==> config.mk <==
export PLATFORM = sky130hd
export DESIGN_NAME = picprint_frame_ctrl
export DESIGN_NICKNAME = d
export VERILOG_FILES = /design/src/rtl/picprint_pkg.sv /design/src/rtl/picprint_bit_timer.sv /design/src/rtl/picprint_frame_ctrl.sv
export SDC_FILE = /design/constraint.sdc
export NUM_CORES = 1
export LEC_CHECK = 0
export CORE_MARGIN = 2
export CORE_UTILIZATION = 50
export CTS_CLUSTER_SIZE = 28
export DETAILED_ROUTE_END_ITERATION = 12
export HOLD_SLACK_MARGIN = 0.15
export PLACE_DENSITY = 0.82
export SYNTH_ARGS = -nofsm -noshare
export SYNTH_HDL_FRONTEND = slang
export SYNTH_SLANG_ARGS = --single-unit
==> constraint.sdc <==
create_clock -name clk -period 1.9 [get_ports clk]
set_input_delay 0.57 -clock clk [delete_from_list [all_inputs] [get_ports clk]]
set_output_delay 0.57 -clock clk [all_outputs]
set_load 0.1 [all_outputs]
==> src/rtl/picprint_pkg.sv <==
`default_nettype none
// ============================================================================
// Module   : picprint_pkg
// Purpose  : Shared definitions for the picture-printer frame sequencer:
//            state encoding, serial line levels and a frame-length helper.
// Ports    : none (package)
// Revision : 1.0 - initial release
// ============================================================================
package picprint_pkg;

   // Sequencer state encoding
   typedef logic [2:0] state_t;

   localparam logic [2:0] ST_IDLE      = 3'd0;
   localparam logic [2:0] ST_PREAMBLE  = 3'd1;
   localparam logic [2:0] ST_ROW_START = 3'd2;
   localparam logic [2:0] ST_PIXELS    = 3'd3;
   localparam logic [2:0] ST_ROW_STOP  = 3'd4;
   localparam logic [2:0] ST_FINISH    = 3'd5;

   // Serial line levels
   localparam logic TX_IDLE   = 1'b1;
   localparam logic START_BIT = 1'b0;
   localparam logic STOP_BIT  = 1'b1;

   // Number of serial bits in one frame: preamble plus each row framed by
   // one start bit and one stop bit.
   function automatic int unsigned FRAME_BITS(input int unsigned w,
                                              input int unsigned h,
                                              input int unsigned p);
      return p + h * (w + 2);
   endfunction

endpackage
`default_nettype wire

==> src/rtl/picprint_bit_timer.sv <==
`default_nettype none
// ============================================================================
// Module   : picprint_bit_timer
// Purpose  : Bit-period divider. Counts 0..CLK_DIV-1 while enabled and
//            flags the last cycle of each bit period with bit_end.
// Ports    : clk      - clock
//            reset    - synchronous, active-high reset
//            enable   - count this cycle (held counter when low)
//            clear    - synchronous restart of the bit period
//            bit_end  - high in the final enabled cycle of a bit period
// Revision : 1.0 - initial release
// ============================================================================
module picprint_bit_timer #(
   parameter int CLK_DIV = 4
) (
   input  logic clk,
   input  logic reset,
   input  logic enable,
   input  logic clear,
   output logic bit_end
);

   localparam int c_cnt_w = (CLK_DIV > 1) ? $clog2(CLK_DIV) : 1;
   localparam logic [c_cnt_w-1:0] c_last_count = c_cnt_w'(CLK_DIV - 1);

   logic [c_cnt_w-1:0] r_count;

   // Combinational from the counter so the sequencer can act on the same
   // edge that wraps the period; gated by enable so a paused bit never ends.
   assign bit_end = enable && (r_count == c_last_count);

   always_ff @(posedge clk) begin
      if (reset || clear) begin
         r_count <= '0;
      end else if (bit_end) begin
         r_count <= '0;
      end else if (enable) begin
         r_count <= r_count + c_cnt_w'(1);
      end
   end

endmodule
`default_nettype wire

==> src/rtl/picprint_frame_ctrl.sv <==
`default_nettype none
// ============================================================================
// Module   : picprint_frame_ctrl
// Purpose  : Picture-printer frame sequencer. On start, walks the pixel ROM
//            row by row and emits a framed serial stream: an alternating
//            preamble, then each row as start bit, IMG_W pixels, stop bit.
//            Every bit is held CLK_DIV cycles; pause freezes progress.
// Ports    : clk       - clock
//            reset     - synchronous, active-high reset
//            start     - frame request, honoured only in IDLE
//            pause     - hold bit timer and sequencing while high
//            pix_data  - pixel value at pix_addr (combinational ROM read)
//            pix_addr  - pixel index row*IMG_W + col
//            tx_out    - registered serial output, idles high
//            busy      - high while a frame is being emitted
//            done      - one-cycle pulse after the final stop bit
//            row_idx   - current row, status only
// Revision : 1.0 - initial release
// ============================================================================
module picprint_frame_ctrl
   import picprint_pkg::*;
#(
   parameter int IMG_W        = 40,
   parameter int IMG_H        = 42,
   parameter int CLK_DIV      = 4,
   parameter int PREAMBLE_LEN = 8,
   parameter int ADDR_W       = 12
) (
   input  logic              clk,
   input  logic              reset,
   input  logic              start,
   input  logic              pause,
   input  logic              pix_data,
   output logic [ADDR_W-1:0] pix_addr,
   output logic              tx_out,
   output logic              busy,
   output logic              done,
   output logic [5:0]        row_idx
);

   localparam int c_col_w = (IMG_W > 1) ? $clog2(IMG_W) : 1;
   localparam int c_pre_w = (PREAMBLE_LEN > 1) ? $clog2(PREAMBLE_LEN) : 1;

   localparam logic [c_col_w-1:0] c_last_col  = c_col_w'(IMG_W - 1);
   localparam logic [c_pre_w-1:0] c_last_pre  = c_pre_w'(PREAMBLE_LEN - 1);
   localparam logic [5:0]         c_last_row  = 6'(IMG_H - 1);
   localparam logic [ADDR_W-1:0]  c_last_addr = ADDR_W'(IMG_W * IMG_H - 1);

   // The preamble opens with a 1 and alternates from there.
   localparam logic c_pre_first = 1'b1;

   state_t              r_state;
   logic                r_tx;
   logic                r_busy;
   logic                r_done;
   logic [c_pre_w-1:0]  r_pre_cnt;
   logic [c_col_w-1:0]  r_col;
   logic [5:0]          r_row;
   logic [ADDR_W-1:0]   r_addr;

   logic                w_accept;
   logic                w_timer_en;
   logic                w_bit_end;
   logic [ADDR_W-1:0]   w_addr_next;

   assign w_accept   = (r_state == ST_IDLE) && start;
   assign w_timer_en = r_busy && !pause;

   // r_addr always points at the next pixel to be loaded, so the ROM has a
   // full cycle (at least) to settle before the load edge. It stops on the
   // last pixel of the frame instead of running past the image.
   assign w_addr_next = (r_addr == c_last_addr) ? r_addr : (r_addr + ADDR_W'(1));

   picprint_bit_timer #(
      .CLK_DIV (CLK_DIV)
   ) u_bit_timer (
      .clk     (clk),
      .reset   (reset),
      .enable  (w_timer_en),
      .clear   (w_accept),
      .bit_end (w_bit_end)
   );

   // Each branch decides the next bit on the edge that ends the current
   // one, so tx_out only ever changes on a bit boundary.
   always_ff @(posedge clk) begin
      if (reset) begin
         r_state   <= ST_IDLE;
         r_tx      <= TX_IDLE;
         r_busy    <= 1'b0;
         r_done    <= 1'b0;
         r_pre_cnt <= '0;
         r_col     <= '0;
         r_row     <= '0;
         r_addr    <= '0;
      end else begin
         r_done <= 1'b0;
         case (r_state)
            ST_IDLE: begin
               if (start) begin
                  r_state   <= ST_PREAMBLE;
                  r_busy    <= 1'b1;
                  r_tx      <= c_pre_first;
                  r_pre_cnt <= '0;
                  r_col     <= '0;
                  r_row     <= '0;
                  r_addr    <= '0;
               end
            end

            ST_PREAMBLE: begin
               if (w_bit_end) begin
                  if (r_pre_cnt == c_last_pre) begin
                     r_state <= ST_ROW_START;
                     r_tx    <= START_BIT;
                  end else begin
                     r_pre_cnt <= r_pre_cnt + c_pre_w'(1);
                     r_tx      <= ~r_tx;
                  end
               end
            end

            ST_ROW_START: begin
               if (w_bit_end) begin
                  r_state <= ST_PIXELS;
                  r_col   <= '0;
                  r_tx    <= pix_data;
                  r_addr  <= w_addr_next;
               end
            end

            ST_PIXELS: begin
               if (w_bit_end) begin
                  if (r_col == c_last_col) begin
                     r_state <= ST_ROW_STOP;
                     r_tx    <= STOP_BIT;
                  end else begin
                     r_col  <= r_col + c_col_w'(1);
                     r_tx   <= pix_data;
                     r_addr <= w_addr_next;
                  end
               end
            end

            ST_ROW_STOP: begin
               if (w_bit_end) begin
                  if (r_row == c_last_row) begin
                     r_state <= ST_FINISH;
                     r_busy  <= 1'b0;
                     r_done  <= 1'b1;
                     r_tx    <= TX_IDLE;
                  end else begin
                     r_row   <= r_row + 6'd1;
                     r_state <= ST_ROW_START;
                     r_tx    <= START_BIT;
                  end
               end
            end

            // Single cycle of done; start is deliberately not looked at
            // here, so a held request is taken up in the following IDLE.
            ST_FINISH: begin
               r_state <= ST_IDLE;
            end

            default: begin
               r_state <= ST_IDLE;
               r_busy  <= 1'b0;
               r_tx    <= TX_IDLE;
            end
         endcase
      end
   end

   assign pix_addr = r_addr;
   assign tx_out   = r_tx;
   assign busy     = r_busy;
   assign done     = r_done;
   assign row_idx  = r_row;

endmodule
`default_nettype wire

==> run_results.csv <==
group,metric,value,unit
status,status,"complete, no violations",
synthesis,synthSimpleGateAreaFrac,0.2719,
clock_network,cts_tree,"done",
synthesis,synth_fa_ha_area_frac,0.03908,
timing,fin_crit,1.791,ns
worst_setup_path,cp_data_required_time,2.13,ns
floorplan,row_count,24,
clock_network,clock_latency,0.30,ns
floorplan,initial_core_util,0.5182,
synthesis,synth_seq_cells,35,
finish,fin_cells,368,
global_routing,grt_max_degree,17,
clock_network,cts_hold_buf,0,
clock_network,cts.path.max_buffers,2,
detailed_routing,drtPass1Iterations,4,
synthesis,synth_top_flop_cell,"dfxtp_1",
synthesis,syn_avg_cell_area,8.269,um2
timing,finalSetupViolCount,0,
clock_network,clock_sinks,35,
floorplan,dieArea,5033,um2
global_routing,antenna_found_initial,0,
timing,fin_setup_tns,0,ns
worst_setup_path,critPathKind,"register to register",
detailed_routing,num_vias,2256,
detailed_routing,drtIter0Drc,182,
synthesis,synth_top_area_frac,0.3127,
finish,drive_above_1_share,0.3133,
worst_setup_path,reg2reg_depth,6,
placed_design,dp_cells,359,
timing,worst_slack,0.1087,ns
synthesis,yosysWarnings,0,
power_and_ir_drop,powerDensity,671.6,nW/um2
synthesis,synth.area.top_cells,"dfxtp_1 (31%), mux2i_1 (4.9%), nand2_1 (4.7%), a21oi_1 (4.5%), ha_1 (3.9%)",
finish,syn_to_final_growth,36.96,%
global_routing,grt_pass1_vias,2089,
placed_design,hpwl,4124,um
synthesis,synth_cell_types,58,
clock_network,htree_levels,2,
synthesis,synth_edf_count,0,
timing,slew_violations,0,
synthesis,synth_top_family_by_area,"simple AND/OR/NAND/NOR gates",
synthesis,synth_most_common_cell,"dfxtp_1",
worst_setup_path,cp-end-kind,"register",
timing,rsz0062_at_grt,"no",
finish,finish.utilization,0.7098,
worst_setup_path,critPathMaxFanout,15,
timing,fmax,558.2,MHz
worst_setup_path,startpoint_type,"register",
placed_design,gp_congestion,0.8622,
detailed_routing,drt-total-wl,5707,um
synthesis,yosys.area_share.xor_xnor,0.007817,
timing,slew_headroom,0.7154,
timing,finalHoldViolations,0,
power_and_ir_drop,power_leakage,1.131,nW
floorplan,die_height,70.95,um
floorplan,io-pin-count,26,
synthesis,syn-cell-area,2241,um2
global_routing,grt_overflow_total,0,
placed_design,placed_cell_area,2938,um2
clock_network,cts-root-buf,"clkbuf_8",
global_routing,grt_pass1_wl,9694,um
clock_network,clkTransAtPathRegs,0.07,ns
placed_design,place_ws,-0.4538,ns
finish,final_area,3069,um2
floorplan,die_w,70.95,um
timing,clock-skew-final,0.006661,ns
worst_setup_path,crit_arrival,2.02,ns
min_path,hp-class,"register to register",
synthesis,yosysTopAreaCell,"dfxtp_1",
timing,tightest_slew,0.4264,ns
finish,nets,327,
flow_run,drv_cap,0,
floorplan,core,4324,um2
detailed_routing,drtAntennaViolNets,0,
finish,num_antenna_cells,0,
min_path,whs_path_depth,2,
synthesis,syn_inst,271,
synthesis,synth_compound_area_frac,0.2658,
synthesis,syn_nets,283,
detailed_routing,vias_per_cell,6.130,
timing,period_share,0.9428,
detailed_routing,wire_per_inst,15.51,um
power_and_ir_drop,vdd_drop_max,0.3719,mV
synthesis,muxShareOfSynthArea,0.04913,
clock_network,numCtsBuffers,5,
synthesis,synthArstFlopShare,0,
synthesis,synth_common_cells,"dfxtp_1 (35), nand2_1 (28), a21oi_1 (20), nand3_1 (16), o21ai_0 (14)",
worst_setup_path,ff2ff_setup_slack,0.11,ns
synthesis,yosysSeqAreaShare,0.3127,
placed_design,io_buffers,25,
global_routing,grt_use_total,0.2405,
detailed_routing,drc_errors,0,
power breakdown:
group / leakage, nW / internal, mW / total [mW] / switching (mW)
Clock: 0.0515 / 0.331 / 0.609 / 0.278
Sequential: 0.293 / 0.763 / 0.820 / 0.0569
Combinational: 0.787 / 0.262 / 0.632 / 0.370
sequential cells by signal (all words and copies together) (netlist names):
name                 cells
row_idx                  6
tx_out                   1
r_pre_cnt                3
u_bit_timer.r_count      2
done                     1
busy                     1
r_col                    6
pix_addr                12
r_state                  3
critical path, cell delays in order (launching register included):
cell and delay (ns):
dfxtp_1 0.33, ha_2 0.20, and4bb_1 0.22, a211o_1 0.33, buf_12 0.17, a2111o_1 0.42
o21ai_2 0.06
area by class of cell:
| cell class | instances | area [um2] |
|---|---|---|
| clock buffer | 8 | 100.1 |
| fill | 307 | 1255 |
| inverter | 7 | 26.28 |
| multi-input combinational | 210 | 1445 |
| sequential | 35 | 729.5 |
| tap | 52 | 65.06 |
| timing repair buffer | 56 | 703.2 |
cells by family (layout without fill, tap and decap cells):
family | after synthesis | count (layout)
xor+xnor | 2 | 2
mux | 11 | 11
flops | 35 | 35
buf+inv | 26 | 71
fa+ha+maj | 7 | 7
compound gates | 81 | 81
simple gates | 109 | 109
placed cells by master, fill, tap and decap left out, types with 4 or more instances in the layout:
| cell type | count |
|---|---|
| clkbuf_8 | 7 |
| dfxtp_2 | 17 |
| o21ai_2 | 4 |
| a31oi_1 | 4 |
| dfxtp_1 | 16 |
| nor2b_1 | 4 |
| nand2_1 | 28 |
| a2111o_1 | 5 |
| a21oi_1 | 20 |
| or3_1 | 7 |
| nand2b_1 | 8 |
| nand3_1 | 16 |
| o21ai_0 | 14 |
| inv_1 | 7 |
| nor2_1 | 11 |
| ha_1 | 5 |
| buf_12 | 22 |
| mux2i_1 | 11 |
| nor3_1 | 4 |
| buf_4 | 30 |
metrics by stage:
| stage | total power, mW | hold slack (ns) |
|---|---|---|
| 2_1_floorplan | 1.225 | 0.4382 |
| 3_3_place_gp | 1.432 | 0.4538 |
| 3_5_place_dp | 1.442 | 0.4623 |
| 4_1_cts | 2.058 | 0.4717 |
| 5_1_grt | 2.153 | 0.5076 |
| 6_report | 2.061 | 0.4647 |
worst paths after layout:
| check | from | endpoint |
|---|---|---|
| setup / recovery | r_col[0]$_SDFFE_PP0P_ | pix_addr[5]$_SDFFE_PP0P_ |
| hold reg to reg | r_col[5]$_SDFFE_PP0P_ | r_col[5]$_SDFFE_PP0P_ |
| setup reg to reg | r_col[0]$_SDFFE_PP0P_ | pix_addr[5]$_SDFFE_PP0P_ |
| hold / removal | r_col[5]$_SDFFE_PP0P_ | r_col[5]$_SDFFE_PP0P_ |
metal layers:
metal,wire length (um),GRT usage,share of wire,vias up
met1,2606,0.3203,0.46,1051
met5,0,0,0,-
met2,2677,0.3821,0.47,76
li1,-,-,-,1120
met4,90,0.09015,0.016,0
met3,333,0.05413,0.058,9
what timing repair did:
| item | 4_1_cts | 5_1_grt |
|---|---|---|
| resized for setup | 4 | 8 |
| pin swaps | 2 | 4 |
| setup buffers | 1 | 0 |
| endpoints found under the hold margin | 0 | 0 |
| endpoints found under the setup margin | 18 | 11 |
Power figures use the tool's default switching activity.
